$ cat config.mk
export PLATFORM = sky130hd
export DESIGN_NAME = phase_sequencer_flat
export DESIGN_NICKNAME = d
export VERILOG_FILES = /design/src/rtl/phase_pkg.sv /design/src/rtl/phase_sequencer_if.sv /design/src/rtl/phase_decode.sv /design/src/rtl/phase_sequencer.sv /design/src/flat_wrapper.sv
export SDC_FILE = /design/constraint.sdc
export NUM_CORES = 1
export LEC_CHECK = 0
export ABC_AREA = 0
export CAP_MARGIN = 20
export CORE_AREA = 3 3 54 56
export DETAILED_ROUTE_END_ITERATION = 8
export DIE_AREA = 0 0 57 59
export HOLD_SLACK_MARGIN = 0.15
export PLACE_DENSITY = 0.75
export SLEW_MARGIN = 15
export SYNTH_ARGS = -nofsm -noshare
export SYNTH_HDL_FRONTEND = slang
export SYNTH_SLANG_ARGS = --single-unit
$ cat constraint.sdc
create_clock -name clock -period 1.9 [get_ports clock]
set_input_delay 0.57 -clock clock [delete_from_list [all_inputs] [get_ports clock]]
set_output_delay 0.57 -clock clock [all_outputs]
set_load 0.02 [all_outputs]
$ cat src/rtl/phase_pkg.sv
// Shared types and constants for the phase sequencer and the datapath control decoder.
// Imported by the interface, the decoder and the sequencer top.
package phase_pkg;

    typedef enum logic [1:0] {
        StIdle = 2'd0,
        StRun  = 2'd1,
        StHalt = 2'd2
    } phase_state_e;

    localparam int unsigned DEFAULT_NUM_PHASES = 5;
    localparam int unsigned DEFAULT_COUNT_W    = 16;

    // Width of a phase index; never narrower than one bit.
    function automatic int unsigned phase_width(input int unsigned num_phases);
        return (num_phases < 2) ? 1 : $clog2(num_phases);
    endfunction

endpackage

$ cat src/rtl/phase_sequencer_if.sv
// Control and status bundle between the phase sequencer and its controller/datapath.
// The master side drives the requests; the slave side (the sequencer) drives the status.
interface phase_sequencer_if
    import phase_pkg::*;
#(
    parameter int unsigned NUM_PHASES = DEFAULT_NUM_PHASES,
    parameter int unsigned COUNT_W    = DEFAULT_COUNT_W
);

    localparam int unsigned PHASE_W = phase_width(NUM_PHASES);

    logic                  start;
    logic                  stall;
    logic                  last_req;
    logic                  halt_req;
    logic [NUM_PHASES-1:0] phase_en;
    logic [PHASE_W-1:0]    phase_idx;
    logic                  running;
    logic                  halted;
    logic                  instr_done;
    logic [COUNT_W-1:0]    instr_count;

    modport master (
        output start,
        output stall,
        output last_req,
        output halt_req,
        input  phase_en,
        input  phase_idx,
        input  running,
        input  halted,
        input  instr_done,
        input  instr_count
    );

    modport slave (
        input  start,
        input  stall,
        input  last_req,
        input  halt_req,
        output phase_en,
        output phase_idx,
        output running,
        output halted,
        output instr_done,
        output instr_count
    );

endinterface

$ cat src/rtl/phase_decode.sv
// Index-to-one-hot decoder with enable; shared with the datapath control decoder.
// Indices at or above NUM_PHASES decode to all zeros.
module phase_decode
    import phase_pkg::*;
#(
    parameter int unsigned NUM_PHASES = DEFAULT_NUM_PHASES,
    localparam int unsigned PHASE_W   = phase_width(NUM_PHASES)
) (
    input  logic [PHASE_W-1:0]    idx,
    input  logic                  en,
    output logic [NUM_PHASES-1:0] onehot
);

    always_comb begin
        onehot = '0;
        for (int i = 0; i < NUM_PHASES; i++) begin
            onehot[i] = en && (idx == PHASE_W'(i));
        end
    end

endmodule

$ cat src/rtl/phase_sequencer.sv
// Multicycle phase sequencer: one-hot phase enables on a free-running clock with stall,
// early end of instruction, halt/resume at instruction boundaries and a retired count.
module phase_sequencer
    import phase_pkg::*;
#(
    parameter int unsigned NUM_PHASES = DEFAULT_NUM_PHASES,
    parameter int unsigned COUNT_W    = DEFAULT_COUNT_W
) (
    input logic               clock,
    input logic               reset,
    phase_sequencer_if.slave  bus
);

    localparam int unsigned PHASE_W = phase_width(NUM_PHASES);
    localparam logic [PHASE_W-1:0] LAST_PHASE = PHASE_W'(NUM_PHASES - 1);

    phase_state_e       state_q, state_d;
    logic [PHASE_W-1:0] phase_q, phase_d;
    logic               halt_pending_q, halt_pending_d;
    logic [COUNT_W-1:0] count_q, count_d;

    logic active;
    logic boundary;

    // stall reaches phase_en and instr_done combinationally so a stalled phase never writes.
    assign active   = (state_q == StRun) && !bus.stall;
    assign boundary = active && ((phase_q == LAST_PHASE) || bus.last_req);

    always_ff @(posedge clock) begin
        if (reset) begin
            state_q        <= StIdle;
            phase_q        <= '0;
            halt_pending_q <= 1'b0;
            count_q        <= '0;
        end else begin
            state_q        <= state_d;
            phase_q        <= phase_d;
            halt_pending_q <= halt_pending_d;
            count_q        <= count_d;
        end
    end

    always_comb begin
        state_d        = state_q;
        phase_d        = phase_q;
        halt_pending_d = halt_pending_q;
        count_d        = count_q;

        unique case (state_q)
            StIdle: begin
                if (bus.start) begin
                    state_d = StRun;
                    phase_d = '0;
                end
            end

            StRun: begin
                // halt_req is latched even while stalled so a short pulse is never lost.
                if (bus.halt_req) begin
                    halt_pending_d = 1'b1;
                end
                if (boundary) begin
                    phase_d = '0;
                    count_d = count_q + COUNT_W'(1);
                    if (halt_pending_q || bus.halt_req) begin
                        state_d        = StHalt;
                        halt_pending_d = 1'b0;
                    end
                end else if (active) begin
                    phase_d = phase_q + PHASE_W'(1);
                end
            end

            StHalt: begin
                phase_d = '0;
                if (bus.start) begin
                    state_d = StRun;
                end
            end

            default: begin
                state_d        = StIdle;
                phase_d        = '0;
                halt_pending_d = 1'b0;
            end
        endcase
    end

    phase_decode #(
        .NUM_PHASES(NUM_PHASES)
    ) u_decode (
        .idx    (phase_q),
        .en     (active),
        .onehot (bus.phase_en)
    );

    assign bus.phase_idx   = phase_q;
    assign bus.running     = (state_q == StRun);
    assign bus.halted      = (state_q == StHalt);
    assign bus.instr_done  = boundary;
    assign bus.instr_count = count_q;

endmodule

$ cat src/flat_wrapper.sv
// flat-port wrapper written by rule: the top's interface ports become plain ports
module phase_sequencer_flat import phase_pkg::*;
#(
    parameter int unsigned NUM_PHASES = DEFAULT_NUM_PHASES,
    parameter int unsigned COUNT_W    = DEFAULT_COUNT_W
)
  (clock, reset, bus_start, bus_stall, bus_last_req, bus_halt_req, bus_phase_en, bus_phase_idx, bus_running, bus_halted, bus_instr_done, bus_instr_count);
  phase_sequencer_if #(.NUM_PHASES(NUM_PHASES), .COUNT_W(COUNT_W)) bus_i ();
  input logic clock;
  input logic reset;
  input wire logic [$bits(bus_i.start)-1:0] bus_start;
  input wire logic [$bits(bus_i.stall)-1:0] bus_stall;
  input wire logic [$bits(bus_i.last_req)-1:0] bus_last_req;
  input wire logic [$bits(bus_i.halt_req)-1:0] bus_halt_req;
  output wire logic [$bits(bus_i.phase_en)-1:0] bus_phase_en;
  output wire logic [$bits(bus_i.phase_idx)-1:0] bus_phase_idx;
  output wire logic [$bits(bus_i.running)-1:0] bus_running;
  output wire logic [$bits(bus_i.halted)-1:0] bus_halted;
  output wire logic [$bits(bus_i.instr_done)-1:0] bus_instr_done;
  output wire logic [$bits(bus_i.instr_count)-1:0] bus_instr_count;
  assign bus_i.start = bus_start;
  assign bus_i.stall = bus_stall;
  assign bus_i.last_req = bus_last_req;
  assign bus_i.halt_req = bus_halt_req;
  assign bus_phase_en = bus_i.phase_en;
  assign bus_phase_idx = bus_i.phase_idx;
  assign bus_running = bus_i.running;
  assign bus_halted = bus_i.halted;
  assign bus_instr_done = bus_i.instr_done;
  assign bus_instr_count = bus_i.instr_count;
  phase_sequencer #(.NUM_PHASES(NUM_PHASES), .COUNT_W(COUNT_W)) u_core (.clock(clock), .reset(reset), .bus(bus_i));
endmodule
Word-level counts from Yosys, hierarchy flattened
Index checks and enable logic that the tools add are counted.
{"block": "totals", "register_bits": 22, "input_bits": 6, "out_inout_bits": 27, "elab_cells": 45}
{"block": "op_classes", "n_addsub": 2, "n_eq_ne": 11, "mux": 12, "n_reduce_logical": 16}
{"operator": "$add 16x1->16 const B", "n": 1}
{"operator": "$mux 3", "n": 3}
{"operator": "$logic_and 1x1->1", "n": 7}
{"operator": "$eq 3x2->1 const B", "n": 2}
{"operator": "$mux 2", "n": 3}
{"operator": "$ne 2x1->1 const B", "n": 3}
{"operator": "$pmux 3 s2", "n": 1}
{"operator": "$pmux 2 s2", "n": 1}
{"operator": "$reduce_and 2->1", "n": 2}
{"operator": "$add 3x1->3 const B", "n": 1}
{"operator": "$eq 3x1->1 const B", "n": 1}
{"operator": "$eq 3x3->1 const B", "n": 1}
{"operator": "$logic_not 3->1", "n": 1}
{"operator": "$mux 1", "n": 3}
{"operator": "$ne 3x1->1 const B", "n": 1}
{"operator": "$reduce_and 3->1", "n": 1}
{"operator": "$eq 2x1->1 const B", "n": 1}
{"operator": "$eq 2x2->1 const B", "n": 1}
{"operator": "$logic_not 2->1", "n": 1}
{"operator": "$logic_or 1x1->1", "n": 2}
{"operator": "$ne 2x2->1 const B", "n": 1}
{"operator": "$pmux 1 s2", "n": 1}
{"operator": "$reduce_or 2->1", "n": 1}
{"operator": "$logic_not 1->1", "n": 1}

Longest topological paths before layout
Gate-level depths: netlist (run 1).
{"block": "logic_depth", "ltp_word": 5, "depth_mapped": 6, "ltp_nobuf": 6}

Cells and area by module
A second synthesis (run 1) with hierarchy kept.
{"block": "unflattened", "hier_cells": 132, "area_unflattened_um2": 1168.6}
{"mod": "phase_sequencer", "instances": 1, "cells_each": 127, "area_each_um2": 1104.8, "seq_area_each_um2": 440.4}
{"mod": "phase_decode", "instances": 1, "cells_each": 5, "area_each_um2": 63.8, "seq_area_each_um2": 0.0}

Least setup slack after synthesis (run 1)
No wires, ideal clock.
{"block": "synth_timing", "path_kind": "input -> output", "start": "input bus_stall", "end": "output bus_instr_done", "arrival_time_ns": 1.484, "required_time_ns": 1.330, "slack_ns": -0.154, "cell_stages": 3, "path_buffers": 1, "cell_sequence": "or3b_1 -> buf_2 -> nor2_1"}
{"block": "synth_via", "elab_chain_len": 3}
{"item": "from (decl)", "line": "flat_wrapper.sv:12", "rtl": "input wire logic [$bits(bus_i.stall)-1:0] bus_stall;"}
{"item": "$logic_not 1->1", "line": "phase_sequencer.sv:26", "rtl": "assign active = (state_q == StRun) && !bus.stall;"}
{"item": "$logic_and 1x1->1", "line": "phase_sequencer.sv:26"}
{"item": "$logic_and 1x1->1", "line": "phase_sequencer.sv:27", "rtl": "assign boundary = active && ((phase_q == LAST_PHASE) || bus.last_req);"}
{"item": "to (decl)", "line": "flat_wrapper.sv:19", "rtl": "output wire logic [$bits(bus_i.instr_done)-1:0] bus_instr_done;"}
No other way between the ends.

Worst setup path in the final report (run 1)
{"block": "layout_timing", "start": "input bus_stall", "end": "output bus_phase_en[4]"}
{"block": "layout_via", "elab_chain_len": 3}
{"item": "$logic_not 1->1", "line": "phase_sequencer.sv:26"}
{"item": "$logic_and 1x1->1", "line": "phase_sequencer.sv:26"}
{"item": "$logic_and 1x1->1", "line": "phase_decode.sv:17", "rtl": "onehot[i] = en && (idx == PHASE_W'(i));"}
{"item": "to (decl)", "line": "flat_wrapper.sv:15", "rtl": "output wire logic [$bits(bus_i.phase_en)-1:0] bus_phase_en;"}
No other way between the ends.

==> flow_summary_export.csv, run 1 <==
group,metric,value,unit
outcome,status,"complete, but fails checks",
outcome,failed_checks,"setup timing",
worst_setup_path,cpPeakStageDelay,0.28,ns
floorplanning,fp.dieArea,3360,um^2
worst_setup_path,cp_common_cell,"buf_6",
worst_setup_path,cp_max_fo,6,
worst_setup_path,cp-start-kind,"input pin",
timing,setup-tns-final,-0.288,ns
worst_setup_path,crit_path_start,"bus_stall",
layout,synthToLayoutAreaGrowth,60.8,%
job,drv_cap,0,
placed_design,gp_congestion,0.748,
layout,final_common_cell,"buf_4",
timing,period_needed,1.98,ns
layout,final_cell_mix,"buf_4 (24), dfxtp_1 (18), dlygate4sd2_1 (14)",
timing,fmax,506,MHz
pwr,p_leak,0.000864,uW
timing,finalWorstSetupSlack,-0.0763,ns
global_route,overflow,0,
route,routed-wl-met3,118,um
layout,nets,204,
layout,antennaDiodeCount,0,
synth,synth_area,1110,um^2
placed_design,port_buffers,32,
worst_setup_path,reg2regPathDepth,6,
timing,hold_viol,0,
worst_setup_path,crit_end,"bus_phase_en[4]",
worst_setup_path,worst_r2r_endpoint,"u_core.bus.instr_count[14]$_SDFFE_PP0P_",
clocking,clock_latency,0.30,ns
synth,ys_seq_area_share,39.5,%
route,viasPerCell,5.23,
synth,yosysWarnings,0,
synth,yosysUniqueCellTypes,33,
layout,stdcell_count,221,
worst_setup_path,critPathKind,"in -> out",
global_route,track_usage,18.1,%
timing,finalSetupViolCount,5,
route,drt-met1-wl,1220,um
worst_setup_path,r2r_start,"u_core.bus.phase_idx[0]$_SDFFE_PP0P_",
floorplanning,num_rows,18,
clocking,cts.sinks,22,
route,drtIter0Drc,18,
layout,utilization,72.4,%
clocking,root_buffer,"clkbuf_4",
clocking,cts_hold_buf,0,
clocking,cts_tree,"done",
worst_hold_path,min-delay-start,"u_core.bus.instr_count[15]$_SDFFE_PP0P_",
worst_setup_path,path_cells,"buf_6 -> buf_6 -> nor3b_4 -> and3_1 -> buf_6",
timing,rsz0062_at_grt,"yes",
floorplanning,core,2480,um^2
floorplanning,start_util,45.0,%
global_route,grt_pass1_vias,1147,
floorplanning,io_pins,33,
route,routed.top_layer,"met4",
synth,avgSynthCellArea,8.64,um^2
route,totalWireLength,2970,um
layout,fillers,186,
layout,layout-drive-gt1-share,31.4,%
global_route,antenna_found_initial,0,
synth,synth_cells,129,
worst_setup_path,critPathRequiredTime,1.33,ns
timing,tightest_slew,0.344,ns
worst_setup_path,crit_arrival,1.41,ns
clocking,cts_buffers,3,
route,vias,1156,
worst_setup_path,cp_slowest_cell,"nor3b_4",
placed_design,pre_cts_slack,-0.929,ns
pwr,p_per_area,471,nW/um^2
timing,slew_headroom,76.8,%
worst_setup_path,cp.depth,5,
layout,multiInputGateArea,694,um^2
route,ant_nets,0,
timing,period_share,104,%
worst_setup_path,cp_top_family,"simple AND/OR/NAND/NOR gates",
route,wl_met2,1610,um
route,drtPass1Iterations,4,
route,wl_per_cell,13.5,um
clocking,htree_levels,1,
global_route,grt_pass1_wl,4910,um
layout,seq_area,445,um^2
placed_design,dpl.hpwl,2160,um
route,drc,0,
floorplanning,die_h,59,um
clocking,clkTransAtPathRegs,0.12,ns
global_route,grt_max_degree,23,
floorplanning,die_x,57,um
worst_setup_path,worstSetupEndpointType,"output port",
worst_hold_path,min_path_type,"reg -> reg",
timing,slew_violations,0,
timing,whs,0.511,ns
worst_setup_path,timing.reg2reg.setup_slack,0.10,ns
placed_design,placedCellCount,211,
synth,synth_seq_cells,22,
synth,mappedNetlistNets,141,
worst_setup_path,path_buf_inv,3,
clocking,clock_path_buffers,2,
pwr,ir_drop,0.542,mV
timing,clock_skew,0.0101,ns
==> worst min path at each step <==
stage	to	cells after the start
2_1_floorplan	u_core.halt_pending_q$_SDFFE_PP0P_	2
3_3_place_gp	u_core.bus.instr_count[15]$_SDFFE_PP0P_	2
3_5_place_dp	u_core.bus.instr_count[15]$_SDFFE_PP0P_	2
4_1_cts	u_core.bus.instr_count[15]$_SDFFE_PP0P_	2
5_1_grt	u_core.bus.instr_count[10]$_SDFFE_PP0P_	2
6_report	u_core.bus.instr_count[15]$_SDFFE_PP0P_	2
==> cell usage after synthesis (all sizes together) <==
master	n	area share, %
inv	7	2.4
clkbuf	2	0.67
dfxtp	22	40
nor3	3	1.3
and3b	1	0.79
nand4	4	3.6
nor4	2	1.1
o21ai	9	4.0
a21oi	15	6.7
a21o	1	0.67
and3	5	2.8
buf	1	0.45
xnor2	5	3.9
and4	2	1.6
nor2	12	4.0
a32oi	1	0.79
nand3	4	1.8
and2b	1	0.67
nand2b	2	1.1
or3b	1	0.79
nor2b	1	0.56
xor2	2	1.6
or2b	1	0.67
nand2	5	1.7
and2	1	0.56
and4bb	1	1.1
nor3b	1	1.7
o21a	1	0.67
ha	6	6.7
o31ai	2	1.3
or3	7	3.9
or4	1	0.67
==> power breakdown <==
| group | switching (uW) | internal (uW) |
|---|---|---|
| combinational | 55.2 | 61.5 |
| sequential | 5.75 | 467 |
| clock | 138 | 117 |
| total | 198 | 646 |
==> final cells by class <==
type	instances	area share, %
multi-input combinational	97	38.7
sequential	22	24.8
clock buffer	4	2.02
inverter	7	1.47
timing repair buffer	61	30.8
tap	30	2.09
==> metrics by stage <==
step	cell area (um^2)	total power, uW
finish	1790	844
global route	1790	883
CTS	1730	846
detailed placement	1640	590
global placement	1640	587
floorplan	1130	531
==> cell families after synthesis <==
kind of cell	Yosys count	share of synthesized area, %
AOI/OAI and AO/OA	29	14.3
xor gates and xnor gates	7	5.50
adders and majority gates	6	6.73
buffers and inverters	10	3.48
DFF	22	39.5
and+or+nand+nor	55	30.5
==> tightest hold or removal path, delay by kind of cell (launching register included) <==
kind / cells / cell delay (ns)
flip-flops: 1 / 0.34
AO/OA/AOI/OAI: 2 / 0.14
==> timing repair <==
item                                    4_1_cts  5_1_grt
pin swaps                                     6        4
setup buffers                                 2        5
endpoints found under the setup margin       31       15
resized for setup                            71       16
==> flip-flops by register name, summed over array words and instances, names as in the netlist <==
signal / count
u_core.bus.instr_count: 16
u_core.state_q: 2
u_core.bus.phase_idx: 3
u_core.halt_pending_q: 1
==> routing by layer <==
| layer | vias up | track usage [%] |
|---|---|---|
| met1 | 541 | 19.7 |
| met4 | 0 | 6.29 |
| li1 | 585 | - |
| met5 | - | 0 |
| met2 | 28 | 34.7 |
| met3 | 2 | 3.70 |
Note: power is estimated with default switching activity, not from simulation.
==> run 2, diff against run 1 <==
--- a/config.mk
+++ b/config.mk
@@ -8,10 +8,11 @@
 export ABC_AREA = 0
 export CAP_MARGIN = 20
 export CORE_AREA = 3 3 54 56
+export CTS_CLUSTER_SIZE = 28
 export DETAILED_ROUTE_END_ITERATION = 8
 export DIE_AREA = 0 0 57 59
 export HOLD_SLACK_MARGIN = 0.15
-export PLACE_DENSITY = 0.75
+export PLACE_DENSITY = 0.73
 export SLEW_MARGIN = 15
 export SYNTH_ARGS = -nofsm -noshare
 export SYNTH_HDL_FRONTEND = slang
==> flow_summary_export.csv, run 2 (same netlist as run 1, synthesis figures left out) <==
group,metric,value,unit
clocking,htree_levels,1,
layout,nets,202,
global_route,overflow,0,
route,drtPass1Iterations,4,
route,drtIter0Drc,24,
timing,finalSetupViolCount,5,
placed_design,gp_congestion,0.794,
clocking,clock_latency,0.30,ns
placed_design,pre_cts_slack,-0.894,ns
worst_setup_path,critPathRequiredTime,1.33,ns
placed_design,port_buffers,32,
timing,whs,0.502,ns
route,viasPerCell,5.29,
pwr,clkPwrFrac,30.3,%
clocking,cts.sinks,22,
global_route,top_usage_layer,"met2",
pwr,p_leak,0.000827,uW
timing,fmax,505,MHz
pwr,p_per_area,473,nW/um^2
worst_setup_path,cp_slowest_cell,"nor3b_4",
worst_hold_path,min_path_type,"reg -> reg",
worst_setup_path,cp_max_fo,6,
layout,largest_reg_flops,16,
clocking,cts_buffers,3,
worst_setup_path,cpPeakStageDelay,0.28,ns
pwr,p_seq_share,55.9,%
outcome,failed_checks,"setup timing",
placed_design,place_area,1640,um^2
floorplanning,io_pins,33,
outcome,status,"complete, but fails checks",
global_route,met3_usage,3.05,%
route,drc,0,
worst_setup_path,worstSetupEndpointType,"output port",
pwr,power,843,uW
pwr,swShare,23.7,%
pwr,power_frac_comb,13.8,%
worst_setup_path,critPathKind,"in -> out",
clocking,clkTransAtPathRegs,0.12,ns
clocking,root_buffer,"clkbuf_4",
pwr,intPower,643,uW
timing,hold_viol,0,
route,totalWireLength,3010,um
global_route,grt_pass1_vias,1146,
global_route,use_met1,21.4,%
route,ant_nets,0,
global_route,grt_pass1_wl,5000,um
timing,slew_violations,0,
floorplanning,core,2480,um^2
clocking,clock_path_buffers,2,
timing,finalWorstSetupSlack,-0.0809,ns
layout,antennaDiodeCount,0,
floorplanning,die_x,57,um
global_route,grt_max_degree,23,
timing,rsz0062_at_grt,"yes",
layout,fin_area,1780,um^2
job,drv_cap,0,
floorplanning,die_h,59,um
floorplanning,start_util,45.0,%
layout,final_cell_mix,"buf_4 (24), dfxtp_1 (18), dlygate4sd2_1 (15)",
timing,tightest_slew,0.329,ns
timing,period_share,104,%
route,wl_per_cell,13.7,um
worst_setup_path,path_cells,"buf_6 -> buf_6 -> nor3b_4 -> and3_1 -> buf_6",
floorplanning,fp.dieArea,3360,um^2
worst_setup_path,crit_arrival,1.41,ns
placed_design,dpl.hpwl,2090,um
pwr,switching_power,200,uW
layout,final_common_cell,"buf_4",
layout,synthToLayoutAreaGrowth,59.8,%
timing,clock_skew,0.00105,ns
worst_setup_path,cp_common_cell,"buf_6",
floorplanning,num_rows,18,
timing,slew_headroom,77.9,%
worst_setup_path,cp-start-kind,"input pin",
pwr,ir_drop,0.488,mV
clocking,cts_tree,"done",
timing,period_needed,1.98,ns
route,vias,1159,
global_route,track_usage,18.6,%
layout,layout-drive-gt1-share,30.7,%
global_route,grtUsageMet2,34.9,%
global_route,antenna_found_initial,0,
run 2: per-layer routing:
layer / up-vias / routed length (um)
met4: 0 / 17
met3: 4 / 146
met5: - / 0
met2: 28 / 1610
met1: 543 / 1230
li1: 584 / -
run 2: critical path: cells and delay by family:
family / cells / cell delay [ns]
buf+inv: 3 / 0.33
simple gates: 2 / 0.51
run 2: final timing paths:
kind                            cells after the start                                       to                                     from  slack [ns]
worst max-delay path                                5                          bus_phase_en[1]                                bus_stall       -0.08
worst min-delay path                                2  u_core.bus.instr_count[15]$_SDFFE_PP0P_  u_core.bus.instr_count[15]$_SDFFE_PP0P_        0.50
worst max register to register                      7  u_core.bus.instr_count[15]$_SDFFE_PP0P_           u_core.state_q[1]$_SDFFE_PP0P_        0.10
worst min register to register                      2  u_core.bus.instr_count[15]$_SDFFE_PP0P_  u_core.bus.instr_count[15]$_SDFFE_PP0P_        0.50
run 2: through the flow:
stage | instances | utilization, % | TNS (ns)
final | 219 | 71.9 | -0.319
after global routing | 219 | 71.9 | -0.585
after CTS | 218 | 70.5 | -0.138
after detailed placement | 211 | 66.4 | -10.00
after global placement | 211 | 66.4 | -8.85
after floorplan | 129 | - | 0
run 2: layout make-up:
class	instances	area, um^2
well taps	30	37.5
repair buffers	59	524
clock buffers	4	36.3
multi-input cells	97	709
flip-flops and latches	22	448
inverters	7	26.3
fillers	198	696
run 2: power groups by stage:
| stage | sequential, uW | clock (uW) | combinational (uW) |
|---|---|---|---|
| finish | 471 | 255 | 117 |
| global route | 473 | 280 | 124 |
| CTS | 472 | 263 | 112 |
| detailed placement | 482 | 0 | 104 |
| global placement | 482 | 0 | 102 |
| floorplan | 485 | 0 | 45.4 |
run 2: repair_timing:
action | in CTS | in global routing
hold buffers | 0 | 0
resized for setup | 75 | 13
pin swaps | 6 | 4
setup buffers | 3 | 1
endpoints found under the setup margin | 32 | 16
==> run 3, diff against run 2 <==
--- a/config.mk
+++ b/config.mk
@@ -7,12 +7,12 @@
 export LEC_CHECK = 0
 export ABC_AREA = 0
 export CAP_MARGIN = 20
-export CORE_AREA = 3 3 54 56
+export CORE_AREA = 3 3 57 59
 export CTS_CLUSTER_SIZE = 28
 export DETAILED_ROUTE_END_ITERATION = 8
-export DIE_AREA = 0 0 57 59
+export DIE_AREA = 0 0 60 62
 export HOLD_SLACK_MARGIN = 0.15
-export PLACE_DENSITY = 0.73
+export PLACE_DENSITY = 0.69
 export SLEW_MARGIN = 15
 export SYNTH_ARGS = -nofsm -noshare
 export SYNTH_HDL_FRONTEND = slang
==> constraint.sdc (replaced) <==
create_clock -name clock -period 1.66 [get_ports clock]
set_input_delay 0.498 -clock clock [delete_from_list [all_inputs] [get_ports clock]]
set_output_delay 0.498 -clock clock [all_outputs]
set_load 0.02 [all_outputs]
==> flow_summary_export.csv, run 3 (same netlist as run 1, synthesis figures left out) <==
group,metric,value,unit
outcome,status,"complete, but fails checks",
outcome,failed_checks,"setup timing",
worst_hold_path,min_path_type,"reg -> reg",
timing,hold_viol,0,
timing,whs,0.496,ns
route,viasPerCell,5.15,
worst_setup_path,worst_r2r_endpoint,"u_core.bus.instr_count[15]$_SDFFE_PP0P_",
timing,slew_violations,0,
layout,final_common_cell,"buf_4",
layout,fin_area,1900,um^2
placed_design,dpl.hpwl,2280,um
worst_setup_path,cp_max_fo,7,
floorplanning,core,2760,um^2
worst_setup_path,reg2regPathDepth,7,
layout,largest_reg_flops,16,
worst_setup_path,critPathKind,"reg -> out",
placed_design,port_buffers,32,
timing,clock_skew,0.00400,ns
route,totalWireLength,3220,um
pwr,swShare,23.6,%
floorplanning,die_x,60,um
clocking,cts_buffers,3,
pwr,ir_drop,0.429,mV
timing,period_needed,1.90,ns
job,drv_cap,0,
timing,finalWorstSetupSlack,-0.241,ns
pwr,p_seq_share,54.6,%
global_route,grt_pass1_wl,5290,um
global_route,grt_max_degree,23,
clocking,clock_path_buffers,2,
timing,slew_headroom,78.3,%
layout,nets,213,
placed_design,placedCellCount,218,
timing,period_share,115,%
layout,seq_area,448,um^2
floorplanning,num_rows,19,
placed_design,place_area,1720,um^2
layout,final_cell_mix,"buf_4 (31), dfxtp_1 (16), dlygate4sd2_1 (14), buf_6 (14)",
layout,synthToLayoutAreaGrowth,70.0,%
timing,fmax,526,MHz
layout,antennaDiodeCount,0,
worst_setup_path,cp-start-kind,"flip-flop",
worst_setup_path,crit_path_start,"u_core.state_q[1]$_SDFFE_PP0P_",
layout,utilization,68.7,%
clocking,clock_latency,0.30,ns
route,vias,1189,
timing,tightest_slew,0.322,ns
layout,stdcell_count,231,
clocking,root_buffer,"clkbuf_4",
floorplanning,io_pins,33,
route,drc,0,
layout,fillers,244,
worst_setup_path,r2r_start,"u_core.state_q[1]$_SDFFE_PP0P_",
pwr,p_leak,0.000839,uW
layout,multiInputGateArea,728,um^2
timing,rsz0062_at_grt,"yes",
route,ant_nets,0,
pwr,intPower,757,uW
placed_design,gp_congestion,0.733,
route,drtPass1Iterations,4,
global_route,grt_pass1_vias,1241,
clocking,cts_tree,"done",
worst_setup_path,crit_end,"bus_phase_en[1]",
floorplanning,fp.dieArea,3720,um^2
pwr,switching_power,234,uW
clocking,cts_hold_buf,0,
clocking,clkTransAtPathRegs,0.12,ns
clocking,cts.sinks,22,
global_route,track_usage,18.7,%
worst_setup_path,timing.reg2reg.setup_slack,-0.14,ns
floorplanning,start_util,40.4,%
timing,finalSetupViolCount,12,
pwr,p_per_area,523,nW/um^2
route,drtIter0Drc,17,
clocking,htree_levels,1,
worst_setup_path,crit_arrival,1.40,ns
pwr,clkPwrFrac,29.4,%
route,wl_per_cell,13.9,um
worst_setup_path,worstSetupEndpointType,"output port",
pwr,power_frac_comb,16.0,%
floorplanning,die_h,62,um
global_route,overflow,0,
worst_setup_path,critPathRequiredTime,1.16,ns
global_route,antenna_found_initial,0,
layout,layout-drive-gt1-share,39.5,%
## run 3: critical path, stage by stage (launching register included)
cell     delay (ns)
dfxtp_2        0.36
buf_6          0.12
nor3b_4        0.28
and3_4         0.24
buf_6          0.11
## run 3: area by class of cell
cell class / instances / area share (%)
flip-flops and latches: 22 / 23.6
repair buffers: 70 / 32.6
clock buffers: 4 / 1.91
well taps: 31 / 2.05
inverters: 7 / 1.39
multi-input cells: 97 / 38.4
## run 3: power by group through the flow
| stage | combinational [uW] | sequential, uW | clock, uW |
|---|---|---|---|
| after floorplan | 53.5 | 556 | 0 |
| after global placement | 133 | 551 | 0 |
| after detailed placement | 137 | 551 | 0 |
| after CTS | 142 | 541 | 301 |
| after global routing | 170 | 542 | 330 |
| final | 159 | 541 | 292 |
## run 3: how the worst min path moves through the flow
| stage | start | endpoint | cells after the start |
|---|---|---|---|
| after floorplan | u_core.halt_pending_q$_SDFFE_PP0P_ | u_core.halt_pending_q$_SDFFE_PP0P_ | 2 |
| after global routing | u_core.bus.instr_count[15]$_SDFFE_PP0P_ | u_core.bus.instr_count[15]$_SDFFE_PP0P_ | 2 |
| final | u_core.bus.instr_count[15]$_SDFFE_PP0P_ | u_core.bus.instr_count[15]$_SDFFE_PP0P_ | 2 |
| after global placement | u_core.bus.instr_count[15]$_SDFFE_PP0P_ | u_core.bus.instr_count[15]$_SDFFE_PP0P_ | 2 |
| after detailed placement | u_core.bus.instr_count[15]$_SDFFE_PP0P_ | u_core.bus.instr_count[15]$_SDFFE_PP0P_ | 2 |
| after CTS | u_core.bus.instr_count[15]$_SDFFE_PP0P_ | u_core.bus.instr_count[15]$_SDFFE_PP0P_ | 2 |
## run 3: routing by layer
layer / vias to the layer above / share of wire, % / GRT usage, %
met4: 0 / 0.59 / 7.28
met2: 22 / 54 / 35.3
met3: 2 / 4.8 / 3.51
met5: - / 0 / 0
met1: 568 / 40 / 20.5
li1: 597 / - / -
## run 3: metrics by stage
stage	total power (uW)	setup TNS (ns)	setup WS (ns)
2_1_floorplan	609	-0.0285	-0.0285
3_3_place_gp	684	-13.91	-0.951
3_5_place_dp	688	-14.75	-1.03
4_1_cts	984	-1.38	-0.239
5_1_grt	1040	-2.63	-0.324
6_report	991	-1.52	-0.241
## run 3: timing repair
| action | 4_1_cts | 5_1_grt |
|---|---|---|
| setup endpoints to repair | 38 | 23 |
| hold endpoints to repair | 0 | 0 |
| buffers inserted | 7 | 5 |
| pin swaps | 17 | 14 |
| gates resized for setup | 77 | 30 |
